==> config.mk <==
export PLATFORM = sky130hd
export DESIGN_NAME = pc_branch_unit
export DESIGN_NICKNAME = d
export VERILOG_FILES = /design/src/rtl/pc_branch_unit.sv
export SDC_FILE = /design/constraint.sdc
export NUM_CORES = 1
export LEC_CHECK = 0
export CAP_MARGIN = 25
export CORE_MARGIN = 8
export CORE_UTILIZATION = 40
export CTS_BUF_LIST = sky130_fd_sc_hd__clkbuf_16
export CTS_CLUSTER_DIAMETER = 40
export DETAILED_ROUTE_END_ITERATION = 6
export GPL_TIMING_DRIVEN = 0
export SYNTH_ARGS = -nofsm -noshare
export SYNTH_HDL_FRONTEND = slang
export SYNTH_SLANG_ARGS = --single-unit
==> constraint.sdc <==
create_clock -name CLK -period 9.35 [get_ports CLK]
set_input_delay 1.87 -clock CLK [delete_from_list [all_inputs] [get_ports CLK]]
set_output_delay 1.87 -clock CLK [all_outputs]
set_load 0.05 [all_outputs]
==> src/rtl/pc_branch_unit.sv <==
// Program counter and branch-resolution stage: next-PC select, carry register,
// start/done handshake, taken-branch counter and branch-target LUT.
module pc_branch_unit #(
    parameter int PC_W      = 10,
    parameter int LUT_IDX_W = 4,
    parameter int CNT_W     = 8
) (
    input  logic                 CLK,
    input  logic                 Reset,
    input  logic                 Start,
    input  logic                 StallIn,
    input  logic                 BranchEn,
    input  logic                 BR_FLAG,
    input  logic [LUT_IDX_W-1:0] LutIdx,
    input  logic                 Halt,
    input  logic                 ScIn,
    input  logic                 ScWrEn,
    input  logic                 LutWrEn,
    input  logic [LUT_IDX_W-1:0] LutWrIdx,
    input  logic [PC_W-1:0]      LutWrData,
    output logic [PC_W-1:0]      PC,
    output logic                 ScReg,
    output logic                 Running,
    output logic                 Done,
    output logic [CNT_W-1:0]     BrCount
);

    localparam int unsigned LUT_N = 1 << LUT_IDX_W;

    typedef enum logic [1:0] {
        IDLE,
        RUN,
        HALTED
    } state_t;

    state_t          state, state_nx;
    logic [PC_W-1:0] pc_q, pc_nx;
    logic            sc_q, sc_nx;
    logic [CNT_W-1:0] cnt_q, cnt_nx;
    logic            lut_we;
    logic [PC_W-1:0] br_target;

    logic [PC_W-1:0] lut [LUT_N];

    assign br_target = lut[LutIdx];

    always_comb begin
        state_nx = state;
        pc_nx    = pc_q;
        sc_nx    = sc_q;
        cnt_nx   = cnt_q;
        lut_we   = 1'b0;
        case (state)
            IDLE: begin
                lut_we = LutWrEn;
                if (Start) begin
                    state_nx = RUN;
                    pc_nx    = '0;
                    sc_nx    = 1'b0;
                    cnt_nx   = '0;
                end
            end
            RUN: begin
                if (!StallIn) begin
                    if (ScWrEn) begin
                        sc_nx = ScIn;
                    end
                    // Halt wins over a taken branch; PC stays on the halt instruction
                    if (Halt) begin
                        state_nx = HALTED;
                    end else if (BranchEn && BR_FLAG) begin
                        pc_nx = br_target;
                        if (cnt_q != '1) begin
                            cnt_nx = cnt_q + CNT_W'(1);
                        end
                    end else begin
                        pc_nx = pc_q + PC_W'(1);
                    end
                end
            end
            HALTED: begin
                if (Start) begin
                    state_nx = RUN;
                    pc_nx    = '0;
                    sc_nx    = 1'b0;
                    cnt_nx   = '0;
                end
            end
            default: state_nx = IDLE;
        endcase
    end

    always_ff @(posedge CLK or posedge Reset) begin
        if (Reset) begin
            state <= IDLE;
            pc_q  <= '0;
            sc_q  <= 1'b0;
            cnt_q <= '0;
        end else begin
            state <= state_nx;
            pc_q  <= pc_nx;
            sc_q  <= sc_nx;
            cnt_q <= cnt_nx;
        end
    end

    always_ff @(posedge CLK or posedge Reset) begin
        if (Reset) begin
            for (int unsigned i = 0; i < LUT_N; i++) begin
                lut[LUT_IDX_W'(i)] <= '0;
            end
        end else if (lut_we) begin
            lut[LutWrIdx] <= LutWrData;
        end
    end

    assign PC      = pc_q;
    assign ScReg   = sc_q;
    assign BrCount = cnt_q;
    assign Running = (state == RUN);
    assign Done    = (state == HALTED);

endmodule

==> key figures <==
Worst setup path
  – Reg-to-Reg End: lut[27]$_DFFE_PP0P_
  – Critical path data arrival time: 2190 ps
  – Crit Path Max Fanout: 10
  – Reg-to-reg slack, setup: 6810 ps
  – Nature of the critical path endpoint: output pin
  – Reg2reg path depth: 6
  – Kind of critical path: register to output pin
  – Critical Path RT: 7480 ps
  – R2r startpoint: state[1]$_DFFE_PP0P_
  – Setup crit start kind: register

GRT
  – GRT overflow: 0
  – Largest net degree at the start of global routing: 134
  – GRT Total Usage: 0.178
  – Initial antenna violation count: 0
  – Global-route wire length before repair: 35500 um
  – Vias in the first global route: 5866

Drt
  – Avg WL per Cell: 23.8 um
  – DRT Wirelength: 22700 um
  – DRC: 0
  – Routed via count: 5462
  – TritonRoute pass-1 iters: 7
  – DRT antenna net count: 0
  – Vias per inst: 5.72
  – Initial DRC count: 403

Timing
  – Max Clock Skew: 8.30 ps
  – Final Hold Fails: 0
  – Tmin final: 4060 ps
  – Slew @ Worst Pin: 1010 ps
  – FMAX: 246 MHz
  – Max-slew violation count: 0
  – Final Setup Violations: 0
  – Unrepaired setup endpoints after global routing: false
  – Post-Route Setup TNS: 0 ps
  – Period utilisation layout: 0.435
  – Slew headroom: 0.324

Hold path
  – Hold endpoint: lut[19]$_DFFE_PP0P_
  – Worst hold start: lut[19]$_DFFE_PP0P_
  – Hold Path Class: register to register
  – WHS Path Cells: 1

Clock network
  – CTS tree: built
  – H-Tree Depth: 4
  – CTS Root Cell: clkbuf_16
  – Setup Fix Bufs, Post-CTS: 0
  – # resized after CTS: 0
  – CTS sink cnt: 181
  – Worst-case clock buffer depth: 2
  – Hold buffer count at cts: 0
  – CTS clk-pin slew, worst paths: 70 ps
  – CTS buffer count: 17
  – Worst skew pair latency: 430 ps

Die
  – I/O pins: 49
  – Initial Util: 0.408
  – Die Footprint: 26400 sq um
  – Core Footprint: 21000 sq um
  – Cell Rows: 53
  – Die H: 162 um
  – Horiz. Die Dim: 162 um

Place
  – Routability Congestion: 0.808
  – IO buf count: 42
  – Post-DP HPWL: 15000 um

Yosys
  – Synthesized flop and latch total: 181
  – Post-synth EDFFs: 0
  – Most common cell in the netlist: dfrtp_1
  – Async SR Flop Fraction: 1.00
  – Dominant register cell in the synthesized netlist: dfrtp_1
  – Yosys cell types: 51
  – Sequential fraction of the synthesis area: 0.528
  – Syn nets: 635
  – Synth top cells by count: dfrtp_1 (181), mux2_2 (172), mux4_2 (36), nand2_1 (22), clkbuf_1 (21)
  – YS warnings: 0
  – Area share of the largest cell type after synthesis: 0.528
  – Syn Inst Count: 605
  – Yosys top cell by area: dfrtp_1
  – Ranking of synthesized cells by area: dfrtp_1 (53%), mux2_2 (23%), mux4_2 (9.5%), mux2i_1 (1.3%), nand2_1 (0.96%)
  – Mean Syn Cell Area: 14.2 sq um
  – Post-Synthesis Cell Area: 8570 sq um

Cells and area
  – Layout area overhead: 16.0%
  – Filler Cell Count: 1847
  – Layout cell share with drive strength beyond 1: 0.387
  – Nets@finish: 698
  – Register Area: 4530 sq um
  – Area of the multi-input gates: 3870 sq um
  – Utilization after layout: 0.473
  – Antenna diodes: 0

Pwr
  – Static leakage: 4.34 nW
  – Power Density: 287 nW/um^2
  – Maximum vdd ir drop: 0.123 mV

Run
  – Max-cap violations: 0

Status
  – Status: finished clean
==> cells by family (layout without fill, tap and decap cells) <==
family,Yosys count,count (layout),share of synthesized area
DFF,181,181,0.528
xor gates and xnor gates,4,4,0.00409
adders and majority gates,2,2,0.00292
muxes,219,219,0.333
AOI/OAI and AO/OA,60,60,0.0453
buffers and inverters,38,113,0.0200
and+or+nand+nor,101,101,0.0658
==> layout make-up <==
| cell class | instances | area share |
|---|---|---|
| Tap cell | 275 | 0.0346 |
| Multi-Input combinational cell | 386 | 0.389 |
| Inverter | 3 | 0.00189 |
| Timing Repair Buffer | 44 | 0.0462 |
| Clock buffer | 17 | 0.0428 |
| Sequential cell | 181 | 0.455 |
| Buffer | 35 | 0.0161 |
| Clock inverter | 14 | 0.0140 |
==> routing by layer <==
metal  vias to the layer above  part of all wire  GRT usage
li1                       2387                 -          -
met1                      2907              0.45      0.233
met2                       139              0.48      0.287
met3                        29             0.051     0.0458
met4                         0             0.021     0.0526
met5                         -                 0          0
==> cells in the final DEF (no fill, tap or decap), types with 3 or more instances in the layout <==
| cell type | Yosys | routed |
|---|---|---|
| buf_4 | 3 | 3 |
| inv_1 | 3 | 3 |
| nand3_1 | 12 | 12 |
| and2_1 | 3 | 3 |
| a31oi_1 | 3 | 3 |
| buf_2 | 7 | 7 |
| clkinv_2 | 0 | 4 |
| and4_1 | 3 | 3 |
| nor2_1 | 18 | 18 |
| clkdlybuf4s50_1 | 0 | 42 |
| nor3_1 | 7 | 7 |
| clkbuf_16 | 0 | 17 |
| nor2_2 | 6 | 6 |
| nand2b_1 | 8 | 8 |
| clkinvlp_4 | 0 | 3 |
| and3_1 | 3 | 3 |
| o211ai_1 | 3 | 3 |
| nand2_1 | 22 | 22 |
| dfrtp_1 | 181 | 181 |
| nand4_1 | 3 | 3 |
| a21oi_1 | 14 | 14 |
| o22ai_1 | 4 | 4 |
| nor2b_1 | 5 | 5 |
| mux2i_1 | 11 | 11 |
| clkbuf_1 | 21 | 21 |
| mux2_2 | 172 | 172 |
| o21ai_0 | 16 | 16 |
| mux4_2 | 36 | 36 |
| a211oi_1 | 5 | 5 |
| a22o_1 | 3 | 3 |
==> through the flow <==
step	std cells	hold WS [ps]	power [mW]	area, sq um	worst slack, ps
floorplan	605	474	1.92	8570	2560
global placement	922	481	2.10	9340	611
detailed placement	924	487	2.17	9380	4900
CTS	955	505	2.87	9950	5290
global route	955	519	3.00	9950	5150
finish	955	503	2.85	9950	5290
==> worst max-delay path by stage <==
stage                          from                endpoint  slack [ps]  cells after the start
5_1_grt        state[0]$_DFFE_PP0P_                 Running        5150                      4
3_5_place_dp            LutWrIdx[1]     lut[26]$_DFFE_PP0P_        4900                      6
3_3_place_gp                  Reset     lut[36]$_DFFE_PP0P_         610                      2
6_report       state[0]$_DFFE_PP0P_                 Running        5290                      4
2_1_floorplan                 Reset  BrCount[0]$_DFFE_PP0P_        2560                      1
4_1_cts        state[0]$_DFFE_PP0P_                 Running        5290                      4
==> worst max-delay path, cell delays in order, from the launching register on <==
cell             delay [ps]
dfrtp_1                 370
clkbuf_2                220
nand2b_1                130
inv_1                   210
clkdlybuf4s50_1         850
==> where the power goes <==
group	internal (mW)	switching, mW
clock network	0.391	0.306
registers	1.13	0.187
logic	0.480	0.357
total	2.00	0.850
==> flip-flops by register name, summed over array words and instances, names as in the netlist <==
register	flops
lut	160
state	2
PC	10
BrCount	8
ScReg	1
(Power assumes the default switching activity.)
